## config.mk

```make
export PLATFORM = sky130hd
export DESIGN_NAME = mem_req_arbiter
export DESIGN_NICKNAME = d
export VERILOG_FILES = /design/src/rtl/mem_req_arbiter.sv
export SDC_FILE = /design/constraint.sdc
export NUM_CORES = 1
export LEC_CHECK = 0
export BUFFER_PORTS_ARGS = -buffer_cell sky130_fd_sc_hd__buf_2
export CAP_MARGIN = 20
export CORE_MARGIN = 2
export CORE_UTILIZATION = 44
export DETAILED_ROUTE_END_ITERATION = 10
export GPL_TIMING_DRIVEN = 1
export PLACE_DENSITY = 0.88
export SYNTH_ARGS = -nofsm -noshare
export SYNTH_HDL_FRONTEND = slang
export SYNTH_SLANG_ARGS = --single-unit
```

## constraint.sdc

```tcl
create_clock -name clk -period 4.8 [get_ports clk]
set_input_delay 0.96 -clock clk [delete_from_list [all_inputs] [get_ports clk]]
set_output_delay 0.96 -clock clk [all_outputs]
set_load 0.02 [all_outputs]
```

## src/rtl/mem_req_arbiter.sv

```systemverilog
// Shares one single-port RAM between NUM_CH level-held requesters.
// Selectable fixed-priority or round-robin grant; one ready pulse per access.
module mem_req_arbiter #(
    parameter int NUM_CH   = 2,
    parameter int ADDR_W   = 32,
    parameter int DATA_W   = 32,
    parameter int RAM_LAT  = 1,
    parameter int ARB_MODE = 1
) (
    input  logic                       clk,
    input  logic                       nRST,
    input  logic [NUM_CH-1:0]          req_ren,
    input  logic [NUM_CH-1:0]          req_wen,
    input  logic [NUM_CH*ADDR_W-1:0]   req_addr,
    input  logic [NUM_CH*DATA_W-1:0]   req_wdata,
    output logic [NUM_CH-1:0]          req_ready,
    output logic [DATA_W-1:0]          req_rdata,
    output logic [ADDR_W-1:0]          ram_addr,
    output logic [DATA_W-1:0]          ram_wdata,
    output logic                       ram_ren,
    output logic                       ram_wen,
    input  logic [DATA_W-1:0]          ram_rdata,
    output logic                       busy
);

    localparam int IDX_W = $clog2(NUM_CH);
    localparam int CNT_W = $clog2(RAM_LAT) + 1;
    localparam logic [CNT_W-1:0] CNT_INIT = CNT_W'(RAM_LAT - 1);

    typedef enum logic [1:0] {
        IDLE   = 2'd0,
        ACCESS = 2'd1,
        DONE   = 2'd2
    } state_t;

    state_t              state_r, state_s;
    logic [IDX_W-1:0]    grant_r, grant_s;
    logic [IDX_W-1:0]    ptr_r, ptr_s;
    logic [CNT_W-1:0]    cnt_r, cnt_s;
    logic [NUM_CH-1:0]   ready_r, ready_s;
    logic [DATA_W-1:0]   rdata_r, rdata_s;
    logic [ADDR_W-1:0]   addr_r, addr_s;
    logic [DATA_W-1:0]   wdata_r, wdata_s;
    logic                ren_r, ren_s;
    logic                wen_r, wen_s;
    logic                busy_r, busy_s;

    logic [NUM_CH-1:0]   reqs_s;
    logic [IDX_W:0]      sum_s;
    logic [IDX_W-1:0]    cand_s;
    logic [IDX_W-1:0]    pick_s;
    logic                found_s;

    // Arbitration: first requester scanning upward from 0 or from the RR pointer
    always_comb begin
        reqs_s  = req_ren | req_wen;
        sum_s   = '0;
        cand_s  = '0;
        pick_s  = '0;
        found_s = 1'b0;
        for (int k = 0; k < NUM_CH; k++) begin
            if (ARB_MODE == 1) begin
                sum_s = {1'b0, ptr_r} + (IDX_W+1)'(k);
                if (sum_s >= (IDX_W+1)'(NUM_CH)) begin
                    sum_s = sum_s - (IDX_W+1)'(NUM_CH);
                end else begin
                    sum_s = sum_s;
                end
            end else begin
                sum_s = (IDX_W+1)'(k);
            end
            cand_s = sum_s[IDX_W-1:0];
            if (!found_s && reqs_s[cand_s]) begin
                found_s = 1'b1;
                pick_s  = cand_s;
            end else begin
                found_s = found_s;
            end
        end
    end

    // Next-state and next-register values for the IDLE/ACCESS/DONE sequence
    always_comb begin
        state_s = state_r;
        grant_s = grant_r;
        ptr_s   = ptr_r;
        cnt_s   = cnt_r;
        ready_s = '0;
        rdata_s = rdata_r;
        addr_s  = addr_r;
        wdata_s = wdata_r;
        ren_s   = ren_r;
        wen_s   = wen_r;
        busy_s  = busy_r;
        case (state_r)
            IDLE: begin
                if (found_s) begin
                    grant_s = pick_s;
                    addr_s  = req_addr[pick_s*ADDR_W +: ADDR_W];
                    wdata_s = req_wdata[pick_s*DATA_W +: DATA_W];
                    // a write wins when both strobes are set
                    wen_s   = req_wen[pick_s];
                    ren_s   = req_ren[pick_s] & ~req_wen[pick_s];
                    cnt_s   = CNT_INIT;
                    busy_s  = 1'b1;
                    state_s = ACCESS;
                end else begin
                    state_s = IDLE;
                end
            end
            ACCESS: begin
                if (cnt_r != {CNT_W{1'b0}}) begin
                    cnt_s   = cnt_r - CNT_W'(1);
                    state_s = ACCESS;
                end else begin
                    if (ren_r) begin
                        rdata_s = ram_rdata;
                    end else begin
                        rdata_s = rdata_r;
                    end
                    ren_s            = 1'b0;
                    wen_s            = 1'b0;
                    ready_s[grant_r] = 1'b1;
                    state_s          = DONE;
                end
            end
            DONE: begin
                busy_s  = 1'b0;
                state_s = IDLE;
                if (ARB_MODE == 1) begin
                    if (grant_r == IDX_W'(NUM_CH - 1)) begin
                        ptr_s = '0;
                    end else begin
                        ptr_s = grant_r + IDX_W'(1);
                    end
                end else begin
                    ptr_s = ptr_r;
                end
            end
            default: begin
                ren_s   = 1'b0;
                wen_s   = 1'b0;
                busy_s  = 1'b0;
                state_s = IDLE;
            end
        endcase
    end

    // State register
    always_ff @(posedge clk or posedge nRST) begin
        if (nRST) begin
            state_r <= IDLE;
        end else begin
            state_r <= state_s;
        end
    end

    // Datapath and output registers; reset aborts any access in flight
    always_ff @(posedge clk or posedge nRST) begin
        if (nRST) begin
            grant_r <= '0;
            ptr_r   <= '0;
            cnt_r   <= '0;
            ready_r <= '0;
            rdata_r <= '0;
            addr_r  <= '0;
            wdata_r <= '0;
            ren_r   <= 1'b0;
            wen_r   <= 1'b0;
            busy_r  <= 1'b0;
        end else begin
            grant_r <= grant_s;
            ptr_r   <= ptr_s;
            cnt_r   <= cnt_s;
            ready_r <= ready_s;
            rdata_r <= rdata_s;
            addr_r  <= addr_s;
            wdata_r <= wdata_s;
            ren_r   <= ren_s;
            wen_r   <= wen_s;
            busy_r  <= busy_s;
        end
    end

    assign req_ready = ready_r;
    assign req_rdata = rdata_r;
    assign ram_addr  = addr_r;
    assign ram_wdata = wdata_r;
    assign ram_ren   = ren_r;
    assign ram_wen   = wen_r;
    assign busy      = busy_r;

endmodule

```

==> flow_summary.json, run 1 <==
{
  "dr.first_iter.drc_count": 146,
  "synth.yosys.warnings": 0,
  "slew_violations": 0,
  "wirelength_mm": 10.9,
  "period_share": 0.489,
  "synthesis.nets": 547,
  "fin_nets": 802,
  "drive_gt1_frac": 0.502,
  "setup_viol": 0,
  "cts_made_buffers": 9,
  "setup_tns_ns": 0,
  "synth_top_area_frac": 0.577,
  "worstMarginPinSlew_ns": 1.09,
  "ios": 267,
  "io_buffers": 266,
  "final_antenna_net_count": 0,
  "grt_use_total": 0.194,
  "p_per_area_nw_per_um2": 677,
  "max_freq_mhz": 426,
  "n_antenna_cell": 0,
  "antenna_found_initial": 0,
  "clkTransAtPathRegs_ns": 0.10,
  "drt-pass1-iter-count": 4,
  "gp_congestion": 0.812,
  "synthToLayoutAreaGrowth_pct": 33.5,
  "wl_per_cell_um": 14.1,
  "slew_headroom": 0.274,
  "cp_cell_sequence": "buf_2 > o22ai_4 > buf_4 > mux2i_1 > o21ai_1",
  "core_sq_um": 10200,
  "end_kind": "flop",
  "die_x_um": 106,
  "first_global_vias": 3837,
  "vias": 3737,
  "cts.sinks": 105,
  "grt_setup_unrepaired": "no",
  "ir_worst_vdd_uv": 297,
  "rows": 37,
  "synth_area_sq_um": 4550,
  "htree_levels": 3,
  "cap_violations": 0,
  "synth_edf_count": 0,
  "dieArea_sq_um": 11200,
  "synth_area_leaders": "dfrtp_1 (58%), mux2i_1 (14%), mux2_2 (7.9%)",
  "worstPathArrival_ns": 2.58,
  "yosysMostFrequentCell": "dfrtp_1",
  "clockBufferDepth": 2,
  "cts_root_buffer": "clkbuf_8",
  "critPathKind": "input port to flop",
  "ctsHoldBuffers": 0,
  "async_flop_share": 1.00,
  "synthTopCellsByCount": "dfrtp_1 (105), nand2_1 (66), o21ai_1 (65)",
  "final_hold_viol_count": 0,
  "cp.buffers_inverters": 2,
  "synth_top_area_cell": "dfrtp_1",
  "critical-path-top-delay-family": "buffers and inverters",
  "cp-start-kind": "input port",
  "die_h_um": 106,
  "drc": 0,
  "clk-insertion-delay-late_ns": 0.35,
  "cts_resized": 0,
  "overflow": 0,
  "ys_types": 25,
  "outcome": "finished, final reports clean",
  "grt_pass1_wl_mm": 17.5,
  "via_per_inst": 4.81,
  "utilization": 0.597,
  "yosysSeqAreaShare": 0.577,
  "grt_max_degree": 133,
  "synth_flop_cell": "dfrtp_1",
  "dp_hpwl_mm": 8.38,
  "holdCritPathClass": "flop to flop",
  "skew_ns": 0.0104,
  "cp_slowest_stage_delay_ns": 0.79,
  "cts_tree": "yes",
  "crit_required_ns": 5.04,
  "min_period_ns": 2.35,
  "start_util": 0.447,
  "post-cts-setup-buffers": 0,
  "ys_ff_latch": 105,
  "cpMaxStageDelayCell": "buf_4",
  "p_leak_nw": 3.23,
  "syn_avg_cell_area_sq_um": 12.0,
  "synth_cells": 381,
  "cp_max_fo": 65
}
## through the flow
step | cells | hold slack, ns | worst slack [ns] | cell area, sq um | total power [mW]
2_1_floorplan | 381 | 0.438 | 1.08 | 4550 | 3.05
3_3_place_gp | 760 | 0.463 | 2.15 | 5880 | 3.55
3_5_place_dp | 760 | 0.470 | 2.07 | 5880 | 3.65
4_1_cts | 776 | 0.485 | 2.47 | 6060 | 4.15
5_1_grt | 777 | 0.513 | 2.42 | 6080 | 4.41
6_report | 777 | 0.487 | 2.45 | 6080 | 4.12
## sequential cells by signal (all words and copies together), names as in the netlist
signal	cells
ram_wdata	32
ram_wen	1
req_rdata	32
busy	1
ram_ren	1
req_ready	2
grant_r	1
state_r	2
ptr_r	1
ram_addr	32
## worst reg2reg max path: stages, from the launching register on
cell and delay, ns:
dfrtp_1 0.45, o22ai_4 0.12, buf_4 0.79, mux2i_1 0.44, o21ai_1 0.09
## cells by family after synthesis
family,share of synthesized area
flip-flops,0.577
multiplexers,0.220
AO/OA/AOI/OAI,0.0868
AND/OR/NAND/NOR,0.0657
buffers and inverters,0.0508
## final timing paths
path / from / endpoint / slack [ns] / cells after the start
setup / recovery: req_wen[1] / ram_addr[21] / 2.45 / 5
hold / removal: ram_wdata[26] / ram_wdata[26] / 0.49 / 2
setup reg to reg: ptr_r / ram_addr[21] / 2.80 / 4
hold reg to reg: ram_wdata[26] / ram_wdata[26] / 0.49 / 2
max in group asynchronous: nRST / ram_wdata[14] / 2.99 / 3
min in group asynchronous: nRST / req_rdata[27] / 0.73 / 2
## cell type report
cell class	instances	area (sq um)
fill	859	4100
sequential	105	2630
multi-input combinational	245	1710
timing repair buffer	269	1370
tap	136	170
clock buffer	12	155
clock inverter	4	26.3
inverter	6	25.0
## routing by layer
layer	part of all wire	up-vias	track usage
li1	-	1811	-
met1	0.38	1745	0.219
met2	0.53	165	0.352
met3	0.073	16	0.0482
met4	0.017	0	0.0742
met5	0	-	0
## cell usage in the layout, fill, tap and decap left out, types with 2 or more instances in the layout
master    instances
clkinv_2          2
mux2i_1          64
nand2_1          66
dfrtp_1         105
buf_2           266
and2_1            2
clkbuf_8         11
inv_1             5
o21ai_1          65
buf_4             2
mux2_2           32
a21oi_1           4
## report_power, final
| group | internal, mW | total, mW | switching [mW] |
|---|---|---|---|
| registers | 1.33 | 1.56 | 0.231 |
| clock network | 0.218 | 0.506 | 0.288 |
| logic | 0.785 | 2.05 | 1.26 |
Note: power is estimated with default switching activity, not from simulation.
==> inputs of run 2 (changes only) <==
--- a/config.mk
+++ b/config.mk
@@ -8,10 +8,10 @@
 export BUFFER_PORTS_ARGS = -buffer_cell sky130_fd_sc_hd__buf_2
 export CAP_MARGIN = 20
 export CORE_MARGIN = 2
-export CORE_UTILIZATION = 44
+export CORE_UTILIZATION = 40
 export DETAILED_ROUTE_END_ITERATION = 10
 export GPL_TIMING_DRIVEN = 1
-export PLACE_DENSITY = 0.88
+export PLACE_DENSITY = 0.84
 export SYNTH_ARGS = -nofsm -noshare
 export SYNTH_HDL_FRONTEND = slang
 export SYNTH_SLANG_ARGS = --single-unit
==> constraint.sdc (replaced) <==
create_clock -name clk -period 2 [get_ports clk]
set_input_delay 0.4 -clock clk [delete_from_list [all_inputs] [get_ports clk]]
set_output_delay 0.4 -clock clk [all_outputs]
set_load 0.02 [all_outputs]
==> run 2 against run 1 <==
Effect of this change: non-clock buffer count increased by 3; via count increased by 0.16%; sequential power increased by 140%; setup slack got worse by 2.0 ns; first-iteration DRC count increased by 29%; sequential share of layout area decreased by 1.2 points; critical path type is now flop to flop; largest cell class unchanged; highest routed layer unchanged.
==> flow_summary.json, run 2 (same netlist as run 1, synthesis figures left out) <==
{
  "slew_headroom": 0.650,
  "p_total_mw": 10.4,
  "cts_root_buffer": "clkbuf_16",
  "period_share": 0.799,
  "dp_hpwl_mm": 8.49,
  "ff2ff_path_depth": 5,
  "outcome": "finished, final reports clean",
  "crit_required_ns": 2.22,
  "worstMarginPinSlew_ns": 0.525,
  "ios": 267,
  "mostFrequentLayoutCells": "buf_2 (266), dfrtp_1 (105), nand2_1 (66)",
  "dieArea_sq_um": 12300,
  "reg2reg_slack_ns": 0.40,
  "worstPathArrival_ns": 1.82,
  "wirelength_mm": 10.9,
  "via_per_inst": 4.77,
  "ctsHoldBuffers": 0,
  "fill_cells": 940,
  "grt_pass1_wl_mm": 17.8,
  "grt_use_total": 0.176,
  "clockBufferDepth": 2,
  "fin_nets": 805,
  "cts_resized": 0,
  "setup_tns_ns": 0,
  "seq_area_sq_um": 2630,
  "final_hold_viol_count": 0,
  "skew_ns": 0.00852,
  "r2r_end": "req_rdata[22]",
  "holdCritPathClass": "input port to async pin",
  "antenna_found_initial": 0,
  "cts.sinks": 105,
  "synthToLayoutAreaGrowth_pct": 37.4,
  "cp-start-kind": "flop",
  "cp_slowest_stage_delay_ns": 0.42,
  "end_kind": "flop",
  "vias": 3743,
  "io_buffers": 266,
  "reg2reg_from": "state_r[0]",
  "wl_per_cell_um": 13.9,
  "ir_worst_vdd_uv": 804,
  "multiInputGateArea_sq_um": 1710,
  "dr.first_iter.drc_count": 189,
  "htree_levels": 3,
  "gp_congestion": 0.819,
  "cts_made_buffers": 9,
  "max_freq_mhz": 625,
  "final_common_cell": "buf_2",
  "critPathKind": "flop to flop",
  "slew_violations": 0,
  "first_global_vias": 3823,
  "cap_violations": 0,
  "cp_cell_sequence": "inv_1 > nor2_4 > nand2_2 > buf_4 > mux2_2",
  "p_leak_nw": 3.29,
  "clk-insertion-delay-late_ns": 0.34,
  "grt_setup_unrepaired": "no",
  "overflow": 0,
  "critical-path-top-delay-family": "buffers and inverters",
  "cp_max_fo": 32,
  "grt_max_degree": 106,
  "p_per_area_nw_per_um2": 1670,
  "start_util": 0.415,
  "drive_gt1_frac": 0.506,
  "core_sq_um": 11000,
  "die_h_um": 111,
  "cts_tree": "yes",
  "die_x_um": 111,
  "rows": 38,
  "n_antenna_cell": 0,
  "drc": 0,
  "clkTransAtPathRegs_ns": 0.07,
  "cpMaxStageDelayCell": "dfrtp_1",
  "setup_viol": 0,
  "post-cts-setup-buffers": 0,
  "final_antenna_net_count": 0,
  "place_inst": 768,
  "min_period_ns": 1.60,
  "fin_hold_ws_ns": 0.222,
  "drt-pass1-iter-count": 4,
  "fin_cells": 784,
  "cp.buffers_inverters": 2
}
## run 2: stage by stage
step / worst slack (ns) / cell area, sq um / utilization
final: 0.401 / 6260 / 0.570
after CTS: 0.399 / 6260 / 0.570
after detailed placement: 0.377 / 5980 / 0.544
after floorplan: 0.340 / 4560 / -
after global routing: 0.285 / 6260 / 0.570
after global placement: 0.409 / 5980 / 0.544
## run 2: how the worst max path moves through the flow
stage | startpoint | end | slack [ns] | depth (start not counted)
final | state_r[0] | req_rdata[22] | 0.40 | 5
after global routing | state_r[0] | req_rdata[19] | 0.29 | 5
after CTS | state_r[0] | req_rdata[2] | 0.40 | 5
after detailed placement | req_wen[1] | ram_addr[19] | 0.38 | 5
after global placement | req_wen[1] | ram_addr[19] | 0.41 | 5
after floorplan | nRST | busy | 0.34 | 1
## run 2: tightest hold or removal path: stages
cell and delay (ns):
buf_2 0.11, clkinvlp_4 0.07, buf_12 0.42
## run 2: power breakdown
group          switching, mW  total [mW]  internal [mW]  leakage, nW
combinational           3.08        5.03           1.96         1.90
clock                  0.776        1.63          0.850        0.124
sequential             0.568        3.77           3.20         1.27
total                   4.42        10.4           6.01         3.29
## run 2: cell type report
class / count / area share
sequential: 105 / 0.420
clock inverter: 7 / 0.00840
timing repair buffer: 272 / 0.230
inverter: 6 / 0.00420
multi-input combinational: 245 / 0.274
clock buffer: 9 / 0.0360
tap: 140 / 0.0280
## run 2: metal layers
metal,up-vias,track usage,routed length [um]
met5,-,0,0
met4,0,0.0425,81
met3,7,0.0448,667
met2,163,0.327,5750
met1,1748,0.203,4370
li1,1825,-,-
==> inputs of run 3 (changes only) <==
--- a/config.mk
+++ b/config.mk
@@ -8,10 +8,10 @@
 export BUFFER_PORTS_ARGS = -buffer_cell sky130_fd_sc_hd__buf_2
 export CAP_MARGIN = 20
 export CORE_MARGIN = 2
-export CORE_UTILIZATION = 40
+export CORE_UTILIZATION = 44
 export DETAILED_ROUTE_END_ITERATION = 10
 export GPL_TIMING_DRIVEN = 1
-export PLACE_DENSITY = 0.84
+export PLACE_DENSITY = 0.88
 export SYNTH_ARGS = -nofsm -noshare
 export SYNTH_HDL_FRONTEND = slang
 export SYNTH_SLANG_ARGS = --single-unit
==> constraint.sdc (replaced) <==
create_clock -name clk -period 1.49 [get_ports clk]
set_input_delay 0.298 -clock clk [delete_from_list [all_inputs] [get_ports clk]]
set_output_delay 0.298 -clock clk [all_outputs]
set_load 0.02 [all_outputs]
==> run 3 against run 2 <==
Effect of this change: power grew 31%; first-iteration DRC count shrank 13%; global-route usage grew 2.6 points; clock skew grew 0.0026 ns; highest routed layer unchanged; critical endpoint is now ram_addr[25]; clock power is essentially flat; critical path depth shrank 1; sequential power grew 33%; routed wire length grew 6.4%; utilization grew 4.4 points.
==> flow_summary.json, run 3 (same netlist as run 1, synthesis figures left out) <==
{
  "outcome": "finished, final reports clean",
  "pre_cts_ws_ns": 0.0210,
  "cpMaxStageDelayCell": "dfrtp_2",
  "skew_ns": 0.0112,
  "crit_required_ns": 1.73,
  "ir_worst_vdd_uv": 1040,
  "grt_max_degree": 67,
  "cts_made_buffers": 9,
  "max_freq_mhz": 705,
  "die_h_um": 106,
  "via_per_inst": 4.87,
  "cp-start-kind": "flop",
  "synthToLayoutAreaGrowth_pct": 37.1,
  "grt_pass1_wl_mm": 18.1,
  "rows": 37,
  "setup_viol": 0,
  "gp_congestion": 0.757,
  "period_share": 0.951,
  "overflow": 0,
  "holdCritPathClass": "input port to async pin",
  "worstPathArrival_ns": 1.66,
  "vias": 3824,
  "setup_slack_ns": 0.0724,
  "placed_area_sq_um": 6060,
  "htree_levels": 3,
  "ios": 267,
  "clk-insertion-delay-late_ns": 0.36,
  "dp_hpwl_mm": 9.21,
  "final_antenna_net_count": 0,
  "slew_violations": 0,
  "wirelength_mm": 11.6,
  "min_period_ns": 1.42,
  "cts_root_buffer": "clkbuf_8",
  "final_common_cell": "buf_2",
  "cp_max_fo": 39,
  "start_util": 0.447,
  "io_buffers": 266,
  "clkTransAtPathRegs_ns": 0.09,
  "drc": 0,
  "drive_gt1_frac": 0.510,
  "crit_start": "ptr_r",
  "cts_tree": "yes",
  "slew_headroom": 0.668,
  "p_per_area_nw_per_um2": 2190,
  "p_leak_nw": 3.31,
  "first_global_vias": 3959,
  "critical-path-top-delay-family": "flip-flops",
  "post-cts-setup-buffers": 0,
  "dieArea_sq_um": 11200,
  "cts_resized": 0,
  "ctsHoldBuffers": 0,
  "drt-pass1-iter-count": 4,
  "critPathKind": "flop to flop",
  "cts.sinks": 105,
  "final_hold_viol_count": 0,
  "antenna_found_initial": 1,
  "core_sq_um": 10200,
  "cap_violations": 0,
  "mostFrequentLayoutCells": "buf_2 (266), dfrtp_1 (104), nand2_1 (66)",
  "cp.buffers_inverters": 1,
  "grt_use_total": 0.202,
  "die_x_um": 106,
  "end_kind": "flop",
  "n_antenna_cell": 0,
  "finalInstanceArea_sq_um": 6250,
  "clockBufferDepth": 2,
  "wl_per_cell_um": 14.7,
  "reg2reg_from": "ptr_r",
  "cp_slowest_stage_delay_ns": 0.45,
  "worstMarginPinSlew_ns": 0.499,
  "fin_hold_ws_ns": 0.0295,
  "cp_cell_sequence": "o22ai_4 > buf_12 > mux2i_1 > o21ai_1",
  "dr.first_iter.drc_count": 164,
  "grt_setup_unrepaired": "no",
  "fin_nets": 810
}
run 3: cell count changes in the layout (fill, tap and decap cells not counted):
| cell | delta |
|---|---|
| clkinv_4 | +2 |
| dfrtp_1 | -1 |
| clkbuf_16 | -9 |
| clkbuf_8 | +11 |
| dfrtp_2 | +1 |
| inv_6 | -2 |
| buf_12 | +4 |
| clkbuf_1 | +1 |
| buf_4 | +1 |
| clkinvlp_4 | -4 |
| clkinv_2 | +1 |
run 3: final timing paths:
path | end | slack (ns) | cells past startpoint
setup / recovery | ram_addr[25] | 0.07 | 4
hold / removal | req_rdata[24] | 0.03 | 3
setup reg to reg | ram_addr[25] | 0.07 | 4
hold reg to reg | req_ready[0] | 0.47 | 1
max in group asynchronous | ram_addr[4] | 1.02 | 3
min in group clk | req_rdata[27] | 0.17 | 2
run 3: per-stage QoR:
step,std cells,TNS [ns],util,power [mW]
2_1_floorplan,381,-7.09,-,9.83
3_3_place_gp,769,0,0.595,11.9
3_5_place_dp,769,0,0.595,12.2
4_1_cts,785,0,0.613,13.8
5_1_grt,785,0,0.613,14.6
6_report,785,0,0.613,13.7
run 3: final cells by class:
class,instances,area (sq um)
Fill cell,863,3940
Sequential cell,105,2630
Multi-Input combinational cell,245,1710
Timing Repair Buffer,277,1530
Tap cell,136,170
Clock buffer,12,155
Clock inverter,4,27.5
Inverter,6,26.3
run 3: routing by layer:
metal | up-vias | GRT usage | share of wire
met5 | - | 0 | 0
met4 | 0 | 0.0902 | 0.028
met3 | 28 | 0.0501 | 0.075
met2 | 181 | 0.362 | 0.51
met1 | 1787 | 0.227 | 0.39
li1 | 1828 | - | -
run 3: worst min-delay path: stages:
cell and delay [ns]:
buf_2 0.11, clkinvlp_4 0.08, buf_12 0.29
run 3: power by group:
part | internal (mW) | switching, mW
sequential | 4.29 | 0.741
combinational | 2.81 | 4.19
clock | 0.702 | 0.932
total | 7.80 | 5.86
